==> src/rtl/pixel_scan_ctrl.sv <==
`default_nettype none
// ============================================================================
// Module      : pixel_scan_ctrl
// Description : Frame scan sequencer. Walks the H_RES x V_RES pixel grid and
//               issues one x/y coordinate per valid/ready transfer, with
//               sof/eol markers and a frame_done pulse.
//               Optional macro SCAN_CONTINUOUS_EN selects free-running scan.
// Revision    : 1.0 - initial release
// ============================================================================
module pixel_scan_ctrl #(
    parameter int H_RES   = 640,
    parameter int V_RES   = 480,
    parameter int COORD_W = 10
) (
    input  logic               aclk,
    input  logic               aresetn,
    input  logic               start,
    input  logic               abort,
    input  logic               stop,
    input  logic               out_ready,
    output logic               out_valid,
    output logic [COORD_W-1:0] x,
    output logic [COORD_W-1:0] y,
    output logic               sof,
    output logic               eol,
    output logic               busy,
    output logic               frame_done
);

    typedef enum logic [0:0] {
        IDLE = 1'b0,
        RUN  = 1'b1
    } state_t;

    localparam logic [COORD_W-1:0] X_LAST = COORD_W'(H_RES - 1);
    localparam logic [COORD_W-1:0] Y_LAST = COORD_W'(V_RES - 1);

    state_t             state_q, state_d;
    logic [COORD_W-1:0] x_q, x_d;
    logic [COORD_W-1:0] y_q, y_d;
    logic               frame_done_q, frame_done_d;
    logic               w_repeat;

`ifdef SCAN_CONTINUOUS_EN
    assign w_repeat = ~stop;
`else
    // Single-shot build: stop has no effect.
    logic w_unused_stop;
    assign w_unused_stop = stop;
    assign w_repeat      = 1'b0;
`endif

    always_comb begin
        state_d      = state_q;
        x_d          = x_q;
        y_d          = y_q;
        frame_done_d = 1'b0;

        if (abort) begin
            state_d = IDLE;
            x_d     = '0;
            y_d     = '0;
        end else begin
            case (state_q)
                IDLE: begin
                    if (start) begin
                        state_d = RUN;
                        x_d     = '0;
                        y_d     = '0;
                    end
                end
                RUN: begin
                    if (out_ready) begin
                        if (x_q != X_LAST) begin
                            x_d = x_q + COORD_W'(1);
                        end else if (y_q != Y_LAST) begin
                            x_d = '0;
                            y_d = y_q + COORD_W'(1);
                        end else begin
                            // Last pixel of the frame accepted.
                            x_d          = '0;
                            y_d          = '0;
                            frame_done_d = 1'b1;
                            state_d      = w_repeat ? RUN : IDLE;
                        end
                    end
                end
                default: begin
                    state_d = IDLE;
                    x_d     = '0;
                    y_d     = '0;
                end
            endcase
        end
    end

    always_ff @(posedge aclk or negedge aresetn) begin
        if (!aresetn) begin
            state_q      <= IDLE;
            x_q          <= '0;
            y_q          <= '0;
            frame_done_q <= 1'b0;
        end else begin
            state_q      <= state_d;
            x_q          <= x_d;
            y_q          <= y_d;
            frame_done_q <= frame_done_d;
        end
    end

    assign out_valid  = (state_q == RUN);
    assign busy       = (state_q == RUN);
    assign x          = x_q;
    assign y          = y_q;
    assign frame_done = frame_done_q;
    assign sof        = out_valid && (x_q == '0) && (y_q == '0);
    assign eol        = out_valid && (x_q == X_LAST);

endmodule
`default_nettype wire

==> config.mk <==
export PLATFORM = sky130hd
export DESIGN_NAME = pixel_scan_ctrl
export DESIGN_NICKNAME = d
export VERILOG_FILES = /design/src/rtl/pixel_scan_ctrl.sv
export SDC_FILE = /design/constraint.sdc
export NUM_CORES = 1
export LEC_CHECK = 0
export BUFFER_PORTS_ARGS = -buffer_cell sky130_fd_sc_hd__buf_2
export CAP_MARGIN = 20
export CORE_MARGIN = 2
export CORE_UTILIZATION = 44
export CTS_BUF_LIST = sky130_fd_sc_hd__clkbuf_16
export CTS_CLUSTER_DIAMETER = 50
export DETAILED_ROUTE_END_ITERATION = 12
export MAX_ROUTING_LAYER = met4
export PLACE_DENSITY = 0.75
export SYNTH_ARGS = -nofsm -noshare
export SYNTH_HDL_FRONTEND = slang
export SYNTH_SLANG_ARGS = --single-unit
==> constraint.sdc <==
create_clock -name aclk -period 2.76 [get_ports aclk]
set_input_delay 0.276 -clock aclk [delete_from_list [all_inputs] [get_ports aclk]]
set_output_delay 0.276 -clock aclk [all_outputs]
set_load 0.1 [all_outputs]
# After elaboration in Yosys (flattened, before gate mapping)
# Index checks and enable logic that the tools add are counted.
# totals
ff_bits,22
in_bits,6
# classes
addsub,2
n_eq_ne,6
mux,21
bitwise,1
n_reduce_logical,7
# ops
cell,n
10-bit 2-to-1 mux,8
10-bit one-hot mux with 2 select lines,2
10-bit by 1-bit adder with 10-bit output (second input constant),2
10-bit logical NOT,2
10-bit equality test (second input constant),1
1-bit 2-to-1 mux,10
10-bit inequality test (second input constant),1
10-bit by 9-bit inequality test with 1-bit output (second input constant),1
3-bit inequality test (second input constant),3
1-bit logical AND,3
3-bit AND reduction,1
1-bit one-hot mux with 2 select lines,1
2-bit AND reduction,1
1-bit NOT,1

# Logic depth before layout (Yosys ltp)
# Gate-level depths: netlist (run 1).
# depth
depth_word,6
mapped_depth,6

# Worst setup path before layout (run 1)
# Ideal clock, no wire load.
# synth_timing
kind,register -> output
startpoint,register x_q[4] (netlist: x[4])
endpoint,output port sof
arrival_ns,3.411
required_ns,2.484
path_slack_ns,-0.927
path_stages_with_launch,5
path_buffers,0
path_cell_list,dfrtp_1 or4_1 nor4_1 nand4_1 nor4b_2
# synth_between
elab_chain_cells,3
# synth_lines
item,line_no,source
start: declaration,39,"logic [COORD_W-1:0] x_q, x_d;"
start signal: assignment,100,x_q <= '0;
start signal: assignment,105,x_q <= x_d;
10-bit logical NOT,116,assign sof = out_valid && (x_q == '0) && (y_q == '0);
1-bit logical AND (2 in series),116,
end: declaration,24,"output logic sof,"
# Every way passes these cells.

# Final worst setup path (run 1)
# Same ends and word-level chain as after synthesis.

==> impl_metrics.yaml, run 1 <==
critical_path:
  crit_path_cell_trace: "or4_1, nor4_1, nand4_1, nor4b_4, buf_2"
  cpLargestDelayFamily: "simple AND/OR/NAND/NOR gates"
  worstPathRequired_ns: 2.48
  cp.buffers_inverters: 1
  max_stage_delay_ns: 0.51
  critPathArrivalTime_ns: 2.38
  crit_slowest_cell: "dfrtp_4"
  critPathMaxFanout: 7
  critPathLaunch: "x[4]"
  rr_startpoint: "x[0]"
  end_kind: "output pin"
  worst-setup-path-type: "flip-flop to output pin"
  cp-start-kind: "flip-flop"
  r2r_setup_slack_ns: 0.92
sta:
  finalCritPeriodShare_pct: 96.2
  tightest_slew_ns: 0.578
  hold_viol: 0
  hold_ws_ns: 0.272
  finClkSkew_ns: 0.00364
  finalSetupViolations: 0
  fin_ws_ns: 0.106
  rsz0062_at_grt: "no"
  slew_headroom_pct: 61.5
  fmax_ghz: 0.377
  fin_crit_ns: 2.65
  slew_viol_final: 0
worst_hold_path:
  min_path_type: "input port to flip-flop"
  hp-start: "out_ready"
route:
  wl_met3_um: 163
  firstDrtPassIters: 4
  num_vias: 1252
  wl_met1_mm: 1.49
  drt_wl_total_mm: 3.46
  avgViaCountPerCell: 5.91
  wl_per_cell_um: 16.3
  drt-initial-drc-count: 68
  drc_errors: 0
  maxUsedRoutingLayer: "met4"
  ant_nets: 0
  wl_met2_mm: 1.77
global_routing:
  grt_pass1_wl_mm: 5.80
  grt_max_degree: 23
  grt_overflow_total: 0
  grt_pass1_vias: 1230
  antenna_found_initial: 0
  grt_use_total_pct: 22.0
floorplan:
  die_w_um: 60.4
  core_um2: 3030
  die-area_um2: 3650
  io_pins: 31
  die_height_um: 60.4
  start_util_pct: 46.2
  row_count: 20
cts:
  htree_num_levels: 1
  cts_buffer_depth: 2
  clk_latency_ns: 0.25
  ctsResizeCount: 0
  cts_root_buf: "clkbuf_16"
  path_clk_slew_ns: 0.06
  cts_setup_buffers: 0
  clock-sinks: 22
  numCtsBuffers: 3
  holdBufCountCts: 1
  cts_tree: "yes"
synth:
  synth_edf_count: 0
  synthXorXnorAreaFrac_pct: 2.50
  postSynthNetCount: 149
  yosysWarnings: 0
  synthAdderAreaFrac_pct: 3.58
  syn_area_per_cell_um2: 10.1
  syn-cell-area_um2: 1400
  synth_mux_area_share_pct: 1.88
  synth_compound_area_share_pct: 20.4
  synth_ff_type: "dfrtp_1"
  synth_cell_type_count: 46
  syn_inst: 139
  synth_top_family_by_area: "simple AND/OR/NAND/NOR gates"
  yosys.area_share.simple_pct: 27.5
  ys_seq_area_share_pct: 39.4
  ys_async_sr_fraction_pct: 100
  ys_seq_elements: 22
power:
  power_density_nw_per_um2: 456
  ir_drop_mv: 0.374
  power.leakage_nw: 0.810
cells_and_area:
  drive_gt1_share_pct: 31.0
  final_common_cell: "buf_2"
  final_cell_mix: "29 x buf_2, 15 x dfrtp_1, 13 x nor2_1"
  area_growth_syn_to_layout_pct: 18.8
  nNetsFinal: 179
  fin_cells: 212
  diodes: 0
  nFillCells: 278
  fin_area_um2: 1660
run_status:
  status: "finished clean"
place:
  place_inst: 207
  routabilityCongestion: 0.866
  place_ws_ns: 0.368
  io_buffers: 29
  placed_area_um2: 1570
  dpl.hpwl_mm: 2.53
job:
  drv_cap: 0
-- kinds of logic (layout without fill, tap and decap cells) --
logic type	Yosys count	after routing
buf+inv	10	39
simple gates	64	64
compound gates	33	33
mux	2	2
fa+ha+maj	4	4
flops	22	22
xor+xnor	4	4
-- layer usage --
metal,global-route usage [%],vias to the layer above
met5,-,-
met4,7.30,0
met3,4.48,4
met2,37.3,40
met1,26.2,618
li1,-,590
-- state kept, by name (all words and copies together), names as in the netlist --
name and flops:
busy 1, x 10, y 10, frame_done 1
-- report_power, final --
| group | switching (mW) | internal (mW) | total [mW] |
|---|---|---|---|
| Combinational | 0.0902 | 0.0273 | 0.117 |
| Sequential | 0.00672 | 0.327 | 0.333 |
| Clock | 0.114 | 0.193 | 0.308 |
-- worst paths after layout --
kind                        end  depth (start not counted)
min                        busy                          2
max reg2reg                y[6]                          5
max                         sof                          5
min reg2reg                x[6]                          1
max in group asynchronous  x[4]                          2
min in group asynchronous  y[3]                          2
-- Yosys cell counts, drive strengths merged, types with 3 or more instances --
library cell,instances,area [um^2]
nor2,14,55.1
nand3,10,50.1
nand2,6,22.5
o21ai,9,56.3
o21a,3,22.5
a221o,4,40.0
xor2,3,26.3
dfrtp,22,551
and3,14,95.1
a31oi,5,46.3
o31ai,3,22.5
inv,5,18.8
buf,5,48.8
ha,4,50.1
-- layout make-up --
cell class | instances | area (um^2) | area share [%]
well taps | 44 | 55.1 | 3.31
clock buffers | 3 | 75.1 | 4.52
flip-flops and latches | 22 | 564 | 34.0
repair buffers | 30 | 155 | 9.34
inverters | 5 | 18.8 | 1.13
clock inverters | 1 | 3.75 | 0.226
multi-input cells | 107 | 790 | 47.5
-- through the flow --
step | power, mW | util (%) | TNS [ns]
floorplan | 0.431 | - | -0.137
finish | 0.759 | 54.9 | 0
CTS | 0.769 | 54.9 | 0
global route | 0.787 | 54.9 | 0
global placement | 0.454 | 51.9 | 0
detailed placement | 0.456 | 51.9 | 0
No activity file was read; power rests on OpenSTA's default activity.
==> inputs of run 2 (changes only) <==
==> constraint.sdc (replaced) <==
create_clock -name aclk -period 2.9 [get_ports aclk]
set_input_delay 0.29 -clock aclk [delete_from_list [all_inputs] [get_ports aclk]]
set_output_delay 0.29 -clock aclk [all_outputs]
set_load 0.1 [all_outputs]
==> run 2 against run 1 <==
Effect of this change:
- the flow now finishes with violations (negative hold slack)
- register-to-register slack improved by 0.13 ns
- critical path depth unchanged
- flip-flop and latch count unchanged
- first-iteration DRC count increased by 2.9%
- hold slack got worse by 0.28 ns
- non-clock buffer count decreased by 1
- count of clock-buffer cells in the layout unchanged
- clock skew increased by 0.0046 ns
- cell area increased by 0.98%
- sequential power decreased by 5%
- combinational power decreased by 5%
- global-route usage decreased by 0.38 points
==> impl_metrics.yaml, run 2 (synthesis results as in run 1) <==
run_status:
  status: "complete, but fails checks"
  violations: "negative hold slack"
sta:
  rsz0062_at_grt: "no"
  finalCritPeriodShare_pct: 93.0
  finalSetupViolations: 0
  hold_ws_ns: -0.00755
  fmax_ghz: 0.371
  slew_headroom_pct: 61.8
  finClkSkew_ns: 0.00827
  hold_viol: 13
  slew_viol_final: 0
  tightest_slew_ns: 0.573
  fin_crit_ns: 2.70
global_routing:
  grt_pass1_vias: 1196
  grt_use_total_pct: 21.7
  grt_overflow_total: 0
  grt_max_degree: 23
  grt_pass1_wl_mm: 5.73
  antenna_found_initial: 0
critical_path:
  critPathArrivalTime_ns: 2.41
  end_kind: "output pin"
  cp-start-kind: "flip-flop"
  cp.buffers_inverters: 1
  max_stage_delay_ns: 0.53
  worstPathRequired_ns: 2.61
  crit_path_cell_trace: "or4_1, nor4_1, nand4_1, nor4b_4, buf_2"
  crit_slowest_cell: "or4_1"
  critPathMaxFanout: 5
  worst-setup-path-type: "flip-flop to output pin"
  cpLargestDelayFamily: "simple AND/OR/NAND/NOR gates"
floorplan:
  start_util_pct: 46.2
  die_height_um: 60.4
  die-area_um2: 3650
  row_count: 20
  io_pins: 31
  core_um2: 3030
  die_w_um: 60.4
route:
  drt-initial-drc-count: 70
  drc_errors: 0
  num_vias: 1303
  ant_nets: 0
  wl_per_cell_um: 16.6
  avgViaCountPerCell: 6.18
  firstDrtPassIters: 4
  drt_wl_total_mm: 3.50
cells_and_area:
  area_growth_syn_to_layout_pct: 19.9
  multi_input_area_um2: 790
  seqCellArea_um2: 564
  final_cell_mix: "29 x buf_2, 15 x dfrtp_1, 13 x nor2_1"
  diodes: 0
  nFillCells: 285
  finish.utilization_pct: 55.4
  drive_gt1_share_pct: 31.7
  nNetsFinal: 178
  final_common_cell: "buf_2"
place:
  dpl.hpwl_mm: 2.41
  routabilityCongestion: 0.843
  io_buffers: 29
cts:
  clk_latency_ns: 0.26
  clock-sinks: 22
  cts_tree: "yes"
  htree_num_levels: 1
  cts_buffer_depth: 2
  holdBufCountCts: 0
  cts_setup_buffers: 0
  cts_root_buf: "clkbuf_16"
  numCtsBuffers: 3
  ctsResizeCount: 0
  path_clk_slew_ns: 0.07
power:
  ir_drop_mv: 0.361
  power_density_nw_per_um2: 489
  power.leakage_nw: 0.818
worst_hold_path:
  min_path_type: "input port to async pin"
job:
  drv_cap: 0
-- run 2: cell types whose count changed in the layout (fill, tap and decap cells not counted) --
cell	before	now
bufinv_16	0	1
clkinv_1	1	0
dlygate4sd3_1	1	0
-- run 2: layout make-up --
cell class | count | area share (%)
inverter | 5 | 1.12
timing repair buffer | 29 | 8.65
clock buffer | 3 | 4.47
sequential | 22 | 33.6
tap | 44 | 3.28
clock inverter | 1 | 1.79
multi-input combinational | 107 | 47.1
-- run 2: power breakdown --
| part | internal, mW | total (mW) | leakage, nW | switching, mW |
|---|---|---|---|---|
| combinational | 0.0251 | 0.111 | 0.474 | 0.0863 |
| sequential | 0.311 | 0.317 | 0.293 | 0.00625 |
| clock | 0.274 | 0.391 | 0.0511 | 0.117 |
| total | 0.610 | 0.820 | 0.818 | 0.210 |
-- run 2: worst paths after layout --
| path | startpoint | end | slack (ns) | cells past startpoint |
|---|---|---|---|---|
| worst max-delay path | x[6] | sof | 0.20 | 5 |
| worst min-delay path | aresetn | y[4] | -0.008 | 1 |
| worst max register to register | x[0] | y[5] | 1.05 | 5 |
| worst min register to register | x[6] | x[6] | 0.55 | 1 |
| max in group asynchronous | aresetn | x[4] | 2.51 | 1 |
| min in group aclk | out_ready | busy | 0.29 | 2 |
-- run 2: per-stage QoR --
| stage | cell area (um^2) | setup TNS (ns) | cells | power (mW) | setup WS, ns |
|---|---|---|---|---|---|
| finish | 1680 | 0 | 211 | 0.820 | 0.204 |
| global placement | 1570 | 0 | 207 | 0.432 | 0.519 |
| global route | 1680 | 0 | 211 | 0.842 | 0.0839 |
| detailed placement | 1570 | 0 | 207 | 0.434 | 0.513 |
| floorplan | 1420 | -0.0106 | 139 | 0.410 | -0.0106 |
| CTS | 1680 | 0 | 211 | 0.825 | 0.202 |
-- run 2: layer usage --
layer | up-vias | GRT usage [%] | routed length (um)
met5 | - | - | 0
met4 | 0 | 4.76 | 43
met3 | 6 | 3.84 | 206
met2 | 51 | 37.1 | 1800
met1 | 660 | 26.7 | 1450
li1 | 586 | - | -
==> inputs of run 3 (changes only) <==
--- a/config.mk
+++ b/config.mk
@@ -7,13 +7,15 @@
 export LEC_CHECK = 0
 export BUFFER_PORTS_ARGS = -buffer_cell sky130_fd_sc_hd__buf_2
 export CAP_MARGIN = 20
+export CELL_PAD_IN_SITES_DETAIL_PLACEMENT = 0
+export CELL_PAD_IN_SITES_GLOBAL_PLACEMENT = 1
 export CORE_MARGIN = 2
-export CORE_UTILIZATION = 44
+export CORE_UTILIZATION = 41
 export CTS_BUF_LIST = sky130_fd_sc_hd__clkbuf_16
 export CTS_CLUSTER_DIAMETER = 50
 export DETAILED_ROUTE_END_ITERATION = 12
 export MAX_ROUTING_LAYER = met4
-export PLACE_DENSITY = 0.75
+export PLACE_DENSITY = 0.87
 export SYNTH_ARGS = -nofsm -noshare
 export SYNTH_HDL_FRONTEND = slang
 export SYNTH_SLANG_ARGS = --single-unit
==> run 3 against run 2 <==
Effect of this change:
- cell area down 1.4%
- non-clock buffer count unchanged
- critical path type unchanged
- highest routed layer unchanged
- clock skew down 0.0066 ns
- power down 12%
- largest cell class unchanged
- the flow still finishes with violations (negative hold slack)
==> impl_metrics.yaml, run 3 (synthesis results as in run 1) <==
run_status:
  status: "complete, but fails checks"
  violations: "negative hold slack"
power:
  swShare_pct: 27.8
  p_int_uw: 520
  ir_drop_mv: 0.173
  combPwrFrac_pct: 15.3
  clkPwrFrac_pct: 40.6
  power_switching_uw: 200
  p_seq_share_pct: 44.0
  power_density_nw_per_um2: 436
  power.leakage_nw: 0.806
sta:
  timing.setup.tns_ns: 0
  slew_headroom_pct: 61.6
  hold_ws_ns: -0.00779
  fmax_ghz: 0.376
  finClkSkew_ns: 0.00171
  fin_crit_ns: 2.66
  hold_viol: 10
  rsz0062_at_grt: "no"
  finalCritPeriodShare_pct: 91.8
  fin_ws_ns: 0.238
  finalSetupViolations: 0
  tightest_slew_ns: 0.576
  slew_viol_final: 0
floorplan:
  io_pins: 31
  core_um2: 3310
  die-area_um2: 3900
  row_count: 21
  die_w_um: 62.4
  die_height_um: 62.4
  start_util_pct: 42.3
cts:
  cts_setup_buffers: 0
  clk_latency_ns: 0.25
  clock-sinks: 22
  cts_root_buf: "clkbuf_16"
  path_clk_slew_ns: 0.06
  numCtsBuffers: 3
  cts_buffer_depth: 2
  cts_tree: "yes"
  ctsResizeCount: 0
  htree_num_levels: 1
  holdBufCountCts: 0
critical_path:
  critPathArrivalTime_ns: 2.37
  worst-setup-path-type: "flip-flop to output pin"
  cp-start-kind: "flip-flop"
  critPathMaxFanout: 7
  end_kind: "output pin"
  worstPathRequired_ns: 2.61
route:
  drt-initial-drc-count: 61
  ant_nets: 0
  avgViaCountPerCell: 5.71
  drt_wl_total_mm: 3.19
  drc_errors: 0
  firstDrtPassIters: 4
  wl_per_cell_um: 15.0
  num_vias: 1216
cells_and_area:
  diodes: 0
  final_common_cell: "buf_2"
  drive_gt1_share_pct: 31.1
  nNetsFinal: 178
  finish.utilization_pct: 50.0
  area_growth_syn_to_layout_pct: 18.2
  final_cell_mix: "29 x buf_2, 15 x dfrtp_1, 13 x nor2_1"
  fin_area_um2: 1650
global_routing:
  grt_max_degree: 23
  grt_pass1_wl_mm: 5.57
  grt_use_total_pct: 17.9
  grt_pass1_vias: 1138
  grt_overflow_total: 0
  antenna_found_initial: 0
place:
  routabilityCongestion: 0.808
  place_ws_ns: 0.501
  dpl.hpwl_mm: 2.40
  placed_area_um2: 1580
  io_buffers: 29
job:
  drv_cap: 0
worst_hold_path:
  min_path_type: "input port to async pin"
[run 3: cell types whose count changed in the layout (fill, tap and decap cells not counted)]
| cell | delta |
|---|---|
| clkinv_1 | +1 |
| bufinv_16 | -1 |
[run 3: metal layers]
layer / global-route usage [%] / wire, um
met1: 24.2 / 1500
met2: 28.8 / 1530
met3: 2.52 / 125
met4: 4.17 / 36
met5: - / 0
[run 3: cell type report]
| type | instances | area (um^2) |
|---|---|---|
| Sequential cell | 22 | 564 |
| Clock inverter | 1 | 3.75 |
| Fill cell | 324 | 1660 |
| Inverter | 5 | 18.8 |
| Clock buffer | 3 | 75.1 |
| Timing Repair Buffer | 29 | 145 |
| Tap cell | 46 | 57.6 |
| Multi-Input combinational cell | 107 | 790 |
[run 3: per-stage QoR]
| step | std cells | hold WS (ns) | total power, mW |
|---|---|---|---|
| 6_report | 213 | -0.00779 | 0.721 |
| 5_1_grt | 213 | 0.0353 | 0.753 |
| 4_1_cts | 213 | 0.0145 | 0.727 |
| 3_5_place_dp | 209 | 0.286 | 0.434 |
| 3_3_place_gp | 209 | 0.284 | 0.433 |
| 2_1_floorplan | 139 | -0.00559 | 0.410 |
[run 3: final timing paths]
path	startpoint	end	slack, ns	cells past startpoint
worst min register to register	x[6]	x[6]	0.54	1
max in group asynchronous	aresetn	x[6]	2.53	1
worst max register to register	x[0]	y[7]	1.05	5
worst min-delay path	aresetn	y[6]	-0.008	1
min in group aclk	out_ready	busy	0.29	2
worst max-delay path	x[4]	sof	0.24	5
[run 3: worst max-delay path, stage by stage (launching register included)]
cell and delay [ns]:
dfrtp_4 0.51, or4_1 0.51, nor4_1 0.17, nand4_1 0.17, nor4b_4 0.29, buf_2 0.46
[run 3: power by group through the flow]
stage                     Sequential [mW]  Combinational, mW  Clock [mW]
after floorplan                     0.349             0.0619           0
after global placement              0.323              0.110           0
after detailed placement            0.323              0.111           0
after CTS                           0.317              0.111       0.298
after global routing                0.318              0.118       0.317
final                               0.317              0.111       0.293
